### config.mk
export PLATFORM = sky130hd
export DESIGN_NAME = mdu_ctrl
export DESIGN_NICKNAME = d
export VERILOG_FILES = /design/src/rtl/mdu_pkg.sv /design/src/rtl/mdu_iter_core.sv /design/src/rtl/mdu_ctrl.sv
export SDC_FILE = /design/constraint.sdc
export NUM_CORES = 1
export LEC_CHECK = 0
export CORE_AREA = 4 4 175 177
export DETAILED_ROUTE_END_ITERATION = 12
export DIE_AREA = 0 0 179 181
export HOLD_SLACK_MARGIN = 0.03
export PLACE_DENSITY = 0.76
export SETUP_SLACK_MARGIN = 0.05
export SKIP_CTS_REPAIR_TIMING = 1
export SLEW_MARGIN = 10
export SYNTH_ARGS = -nofsm -noshare
export SYNTH_HDL_FRONTEND = slang
export SYNTH_SLANG_ARGS = --single-unit
### constraint.sdc
create_clock -name clk -period 17.45 [get_ports clk]
set_input_delay 3.49 -clock clk [delete_from_list [all_inputs] [get_ports clk]]
set_output_delay 3.49 -clock clk [all_outputs]
set_load 0.01 [all_outputs]
### src/rtl/mdu_pkg.sv
// Shared definitions for the MDU controller: operation codes, FSM states and iteration sizing.
// Optional feature macro used by mdu_ctrl: MDU_FAST_MULT_EN.
package mdu_pkg;

    localparam int ITER_CNT = 32;
    localparam int CNT_W    = $clog2(ITER_CNT);

    typedef enum logic [2:0] {
        OP_MULT  = 3'd0,
        OP_MULTU = 3'd1,
        OP_DIV   = 3'd2,
        OP_DIVU  = 3'd3,
        OP_MTHI  = 3'd4,
        OP_MTLO  = 3'd5
    } mdu_op_e;

    typedef enum logic [1:0] {
        ST_IDLE,
        ST_BUSY,
        ST_DONE
    } mdu_state_e;

    // Two's-complement magnitude; -2^31 maps to 32'h8000_0000, which is its correct unsigned magnitude.
    function automatic logic [31:0] magnitude(input logic [31:0] v, input logic signed_op);
        return (signed_op && v[31]) ? -v : v;
    endfunction

endpackage

### src/rtl/mdu_iter_core.sv
// Radix-2 unsigned datapath shared by multiply (shift-add) and divide (restoring subtract).
// res_hi/res_lo present the value after the current step so the final step can be written directly.
module mdu_iter_core
    import mdu_pkg::*;
(
    input  logic        clk,
    input  logic        resetn,
    input  logic        load,
    input  logic        step,
    input  logic        is_div,
    input  logic [31:0] a_mag,
    input  logic [31:0] b_mag,
    output logic [31:0] res_hi,
    output logic [31:0] res_lo
);

    // acc: product high half / 33-bit partial remainder; lo: multiplier / dividend-quotient shifter.
    logic [32:0] acc_q, acc_d;
    logic [31:0] lo_q, lo_d, opb_q;
    logic [32:0] add, shifted, diff;

    always_comb begin
        acc_d   = acc_q;
        lo_d    = lo_q;
        add     = lo_q[0] ? (acc_q + {1'b0, opb_q}) : acc_q;
        shifted = {acc_q[31:0], lo_q[31]};
        diff    = shifted - {1'b0, opb_q};
        if (is_div) begin
            if (!diff[32]) begin
                acc_d = diff;
                lo_d  = {lo_q[30:0], 1'b1};
            end else begin
                acc_d = shifted;
                lo_d  = {lo_q[30:0], 1'b0};
            end
        end else begin
            acc_d = {1'b0, add[32:1]};
            lo_d  = {add[0], lo_q[31:1]};
        end
    end

    // NOTE: state registers use non-blocking assignments so every flop samples pre-edge values.
    always_ff @(posedge clk or negedge resetn) begin
        if (!resetn) begin
            acc_q <= '0;
            lo_q  <= '0;
            opb_q <= '0;
        end else if (load) begin
            acc_q <= '0;
            lo_q  <= a_mag;
            opb_q <= b_mag;
        end else if (step) begin
            acc_q <= acc_d;
            lo_q  <= lo_d;
        end
    end

    assign res_hi = acc_d[31:0];
    assign res_lo = lo_d;

endmodule

### src/rtl/mdu_ctrl.sv
// MDU controller: IDLE/BUSY/DONE sequencing, operand sign handling and the HI/LO registers.
// Define MDU_FAST_MULT_EN to complete MULT/MULTU in a single cycle without entering BUSY.
module mdu_ctrl
    import mdu_pkg::*;
(
    input  logic        clk,
    input  logic        resetn,
    input  logic        op_valid,
    input  logic [2:0]  op,
    input  logic [31:0] src_a,
    input  logic [31:0] src_b,
    input  logic        flush,
    output logic        mult_div_run,
    output logic [31:0] hi,
    output logic [31:0] lo,
    output logic        done
);

    mdu_state_e       state_q, state_d;
    logic [CNT_W-1:0] cnt_q;
    logic             div_q, neg_q, neg_r;
    logic             is_mult_op, is_div_op, is_signed, iter_op, issue, mt_wr;
    logic             run, load, step, finish, fast_wr;
    logic [31:0]      a_mag, b_mag, core_hi, core_lo;
    logic [63:0]      prod_raw, fixed_res, fast_res;

    assign is_mult_op = (op == OP_MULT) || (op == OP_MULTU);
    assign is_div_op  = (op == OP_DIV)  || (op == OP_DIVU);
    assign is_signed  = (op == OP_MULT) || (op == OP_DIV);
    assign issue      = op_valid && !flush && (state_q == ST_IDLE);
    assign mt_wr      = issue && ((op == OP_MTHI) || (op == OP_MTLO));
    assign a_mag      = magnitude(src_a, is_signed);
    assign b_mag      = magnitude(src_b, is_signed);

`ifdef MDU_FAST_MULT_EN
    logic [63:0] fast_prod;
    assign iter_op   = is_div_op;
    assign fast_wr   = issue && is_mult_op;
    assign fast_prod = {32'b0, a_mag} * {32'b0, b_mag};
    assign fast_res  = (is_signed && (src_a[31] ^ src_b[31])) ? -fast_prod : fast_prod;
`else
    assign iter_op   = is_mult_op || is_div_op;
    assign fast_wr   = 1'b0;
    assign fast_res  = '0;
`endif

    always_ff @(posedge clk or negedge resetn) begin
        if (!resetn) state_q <= ST_IDLE;
        else         state_q <= state_d;
    end

    // NOTE: every signal driven here gets a default first, so no path leaves one unassigned (no latches).
    always_comb begin
        state_d = state_q;
        run     = 1'b0;
        load    = 1'b0;
        step    = 1'b0;
        finish  = 1'b0;
        case (state_q)
            ST_IDLE: begin
                if (issue && iter_op) begin
                    run     = 1'b1;
                    load    = 1'b1;
                    state_d = ST_BUSY;
                end
            end
            ST_BUSY: begin
                if (flush) begin
                    state_d = ST_IDLE;
                end else begin
                    run  = 1'b1;
                    step = 1'b1;
                    if (cnt_q == '0) begin
                        finish  = 1'b1;
                        state_d = ST_DONE;
                    end
                end
            end
            ST_DONE: state_d = ST_IDLE;
            default: state_d = ST_IDLE;
        endcase
    end

    assign mult_div_run = resetn && run;

    mdu_iter_core u_core (
        .clk    (clk),
        .resetn (resetn),
        .load   (load),
        .step   (step),
        .is_div (div_q),
        .a_mag  (a_mag),
        .b_mag  (b_mag),
        .res_hi (core_hi),
        .res_lo (core_lo)
    );

    // Unsigned core result with recorded signs restored.
    assign prod_raw = {core_hi, core_lo};
    always_comb begin
        fixed_res = neg_q ? -prod_raw : prod_raw;
        if (div_q) begin
            fixed_res[31:0]  = neg_q ? -core_lo : core_lo;
            fixed_res[63:32] = neg_r ? -core_hi : core_hi;
        end
    end

    always_ff @(posedge clk or negedge resetn) begin
        if (!resetn) begin
            cnt_q <= '0;
            div_q <= 1'b0;
            neg_q <= 1'b0;
            neg_r <= 1'b0;
            hi    <= '0;
            lo    <= '0;
            done  <= 1'b0;
        end else begin
            done <= finish || fast_wr;
            if (load) begin
                cnt_q <= CNT_W'(ITER_CNT - 1);
                div_q <= is_div_op;
                neg_q <= is_signed && (src_a[31] ^ src_b[31]);
                neg_r <= is_signed && src_a[31];
            end else if (step) begin
                cnt_q <= cnt_q - CNT_W'(1);
            end
            if (finish) begin
                {hi, lo} <= fixed_res;
            end else if (fast_wr) begin
                {hi, lo} <= fast_res;
            end else if (mt_wr) begin
                if (op == OP_MTHI) hi <= src_a;
                else               lo <= src_a;
            end
        end
    end

endmodule

==> metrics.yaml <==
timing:
  tightestPinTransition_ns: 1.15
  fmax_mhz: 102
  rsz0062_at_grt: "false"
  setup_violations: 0
  final-max-slew-violation-count: 0
  period_share: 0.561
  period_minus_slack_ns: 9.79
  finalHoldViolCount: 0
  finalSetupTns_ns: 0
  fin_worst_skew_ns: 0.0164
  relSlewSlack: 0.233
hold_path:
  hold_path_class: "flip-flop to flip-flop"
  holdCritStartpoint: "u_core.lo_q[30]"
drt:
  drc: 0
  wl_met1_um: 24000
  viasPerCell: 6.62
  wl_met2_um: 25100
  top_layer: "met4"
  met3_length_um: 5490
  via_count: 16310
  routed_wl_um: 56800
  avgRoutedWirePerCell_um: 23.0
  drt_iter0_markers: 1655
  ant_nets: 0
  first_pass_iters: 7
worst_setup_path:
  path_class: "input pin to primary output"
  cp-end-kind: "primary output"
  crit_fanout: 32
  cp.required_ns: 13.96
  startpoint: "op_valid"
  r2r-start: "u_core.opb_q[0]"
  arrival_ns: 6.30
  cp-start-kind: "input pin"
synthesis:
  synth_top_area_frac: 0.271
  yosysSeqAreaShare: 0.271
  synth-seq-cells: 172
  synth_nets: 2132
  yosysTopAreaCell: "dfrtp_1"
  synth_warnings: 0
  synthFlopType: "dfrtp_1"
  synthTopCellsByCount: "nand2_1 (258), o21ai_0 (201), dfrtp_1 (172)"
  synth-async-reset-ratio: 1.00
  postSynthAreaPerCell_um2: 7.99
  synth_area_leaders: "dfrtp_1 (27%), o21ai_0 (6.3%), nand2_1 (6.1%)"
  synth_most_common_cell: "nand2_1"
  synth-edff-count: 0
  synth.distinct_cells: 116
  syn_inst: 1988
  syn-cell-area_mm2: 0.0159
power:
  swShare: 0.523
  power_frac_seq: 0.207
  p_per_area_mw_per_mm2: 181
  pwr-share-comb: 0.666
  p_leak_nw: 7.55
  fin_total_pwr_mw: 3.28
  switchingPower_mw: 1.72
  max-vdd-ir-drop_uv: 103
  p_int_mw: 1.56
  p_clk_frac: 0.127
final_layout:
  layout.nets: 2204
  diodes: 0
  fillCellCount: 2638
  drive_gt1_frac: 0.0699
  final_util: 0.619
  area_delta_synth_final_pct: 14.0
die:
  dieArea_mm2: 0.0324
  io_pins: 137
  dieHeight_um: 181
  rows: 63
  core-area_mm2: 0.0292
  start_util: 0.543
  die_w_um: 179
clocking:
  clock_path_buffers: 2
  cts.sinks: 172
  h-tree-depth: 4
  cts_inserted_buffers: 17
  clk_latency_ns: 0.45
  cts.reportedPaths.clkPinSlew_ns: 0.07
  tritoncts: "done"
  clockRootBuffer: "clkbuf_16"
run_status:
  status: "finished clean"
placed_design:
  numPortBuffers: 136
  hpwl_um: 42400
  gp_congestion: 1.00
global_route:
  grt_max_degree: 84
  grt_pass1_vias: 15656
  gr-total-overflow: 0
  track_usage: 0.346
  grt_pass1_wl_um: 88700
  antenna_found_initial: 0
flow_run:
  drv_cap: 0
critical path, stage by stage:
cell	delay (ns)
clkdlybuf4s50_1	0.45
nor4b_1	0.23
buf_4	0.21
nor2b_1	0.77
nor2_2	0.05
buf_4	0.28
nor3b_1	0.24
clkdlybuf4s50_1	0.57
stage by stage:
step	cells	cell area (um2)	setup WS [ns]	hold WS, ns
floorplan	1988	15900	9.17	0.468
global placement	2431	17500	7.80	0.508
detailed placement	2431	17500	7.75	0.510
CTS	2463	18100	7.72	0.525
global route	2463	18100	7.50	0.548
finish	2463	18100	7.66	0.532
layout by cell type (no fill, tap or decap), types with 21 or more instances in the layout:
| cell | Yosys | routed |
|---|---|---|
| nand2_1 | 258 | 257 |
| a211oi_1 | 23 | 23 |
| o21ai_0 | 201 | 201 |
| nor2_1 | 113 | 112 |
| inv_1 | 72 | 72 |
| mux2i_1 | 85 | 85 |
| a21o_1 | 28 | 28 |
| clkdlybuf4s50_1 | 0 | 135 |
| o221ai_1 | 26 | 26 |
| nor2b_1 | 24 | 23 |
| nand3_1 | 62 | 62 |
| buf_4 | 1 | 23 |
| nor3_1 | 48 | 48 |
| ha_1 | 71 | 71 |
| xnor2_1 | 80 | 80 |
| dfrtp_1 | 172 | 171 |
| a31oi_1 | 21 | 21 |
| xor2_1 | 59 | 59 |
| a21oi_1 | 135 | 135 |
| nand4_1 | 28 | 28 |
worst paths after layout:
check                                   end  slack, ns  depth (start not counted)
max                            mult_div_run       7.66                          8
min                         u_core.lo_q[30]       0.53                          2
max reg2reg                          hi[12]       9.85                         28
min reg2reg                 u_core.lo_q[30]       0.53                          2
max in group asynchronous             div_q      13.09                          2
min in group asynchronous  u_core.opb_q[21]       2.95                          1
power by group through the flow:
stage / registers (mW) / logic, mW / clock network, mW
global route: 0.691 / 2.36 / 0.436
detailed placement: 0.679 / 2.12 / 0
finish: 0.680 / 2.18 / 0.417
CTS: 0.674 / 2.13 / 0.418
global placement: 0.677 / 2.09 / 0
floorplan: 0.634 / 1.50 / 0
state kept, by name, summed over array words and instances, names as in the netlist:
name	cells
u_core.acc_q	33
hi	32
lo	32
u_core.lo_q	32
u_core.opb_q	32
cnt_q	5
state_q	2
div_q	1
done	1
neg_q	1
neg_r	1
layout make-up:
type                            instances  area, um2  share of cell area
Tap cell                              390        488              0.0269
Clock buffer                           20        457              0.0252
Timing Repair Buffer                  159       1540              0.0848
Multi-Input combinational cell       1637      10900               0.601
Inverter                               73        274              0.0151
Sequential cell                       172       4310               0.238
Clock inverter                         12        163             0.00898
logic make-up after synthesis:
| logic type | Yosys count | synth area share |
|---|---|---|
| simple gates | 676 | 0.213 |
| compound gates | 645 | 0.268 |
| buf+inv | 179 | 0.0459 |
| flops | 172 | 0.271 |
| xor+xnor | 139 | 0.0766 |
| mux | 104 | 0.0675 |
| fa+ha+maj | 73 | 0.0584 |
per-layer routing:
| layer | up-vias | GRT usage |
|---|---|---|
| met4 | 0 | 0.127 |
| li1 | 7461 | - |
| met2 | 852 | 0.521 |
| met1 | 7846 | 0.495 |
| met5 | - | 0 |
| met3 | 151 | 0.0661 |
No activity file was read; power rests on OpenSTA's default activity.
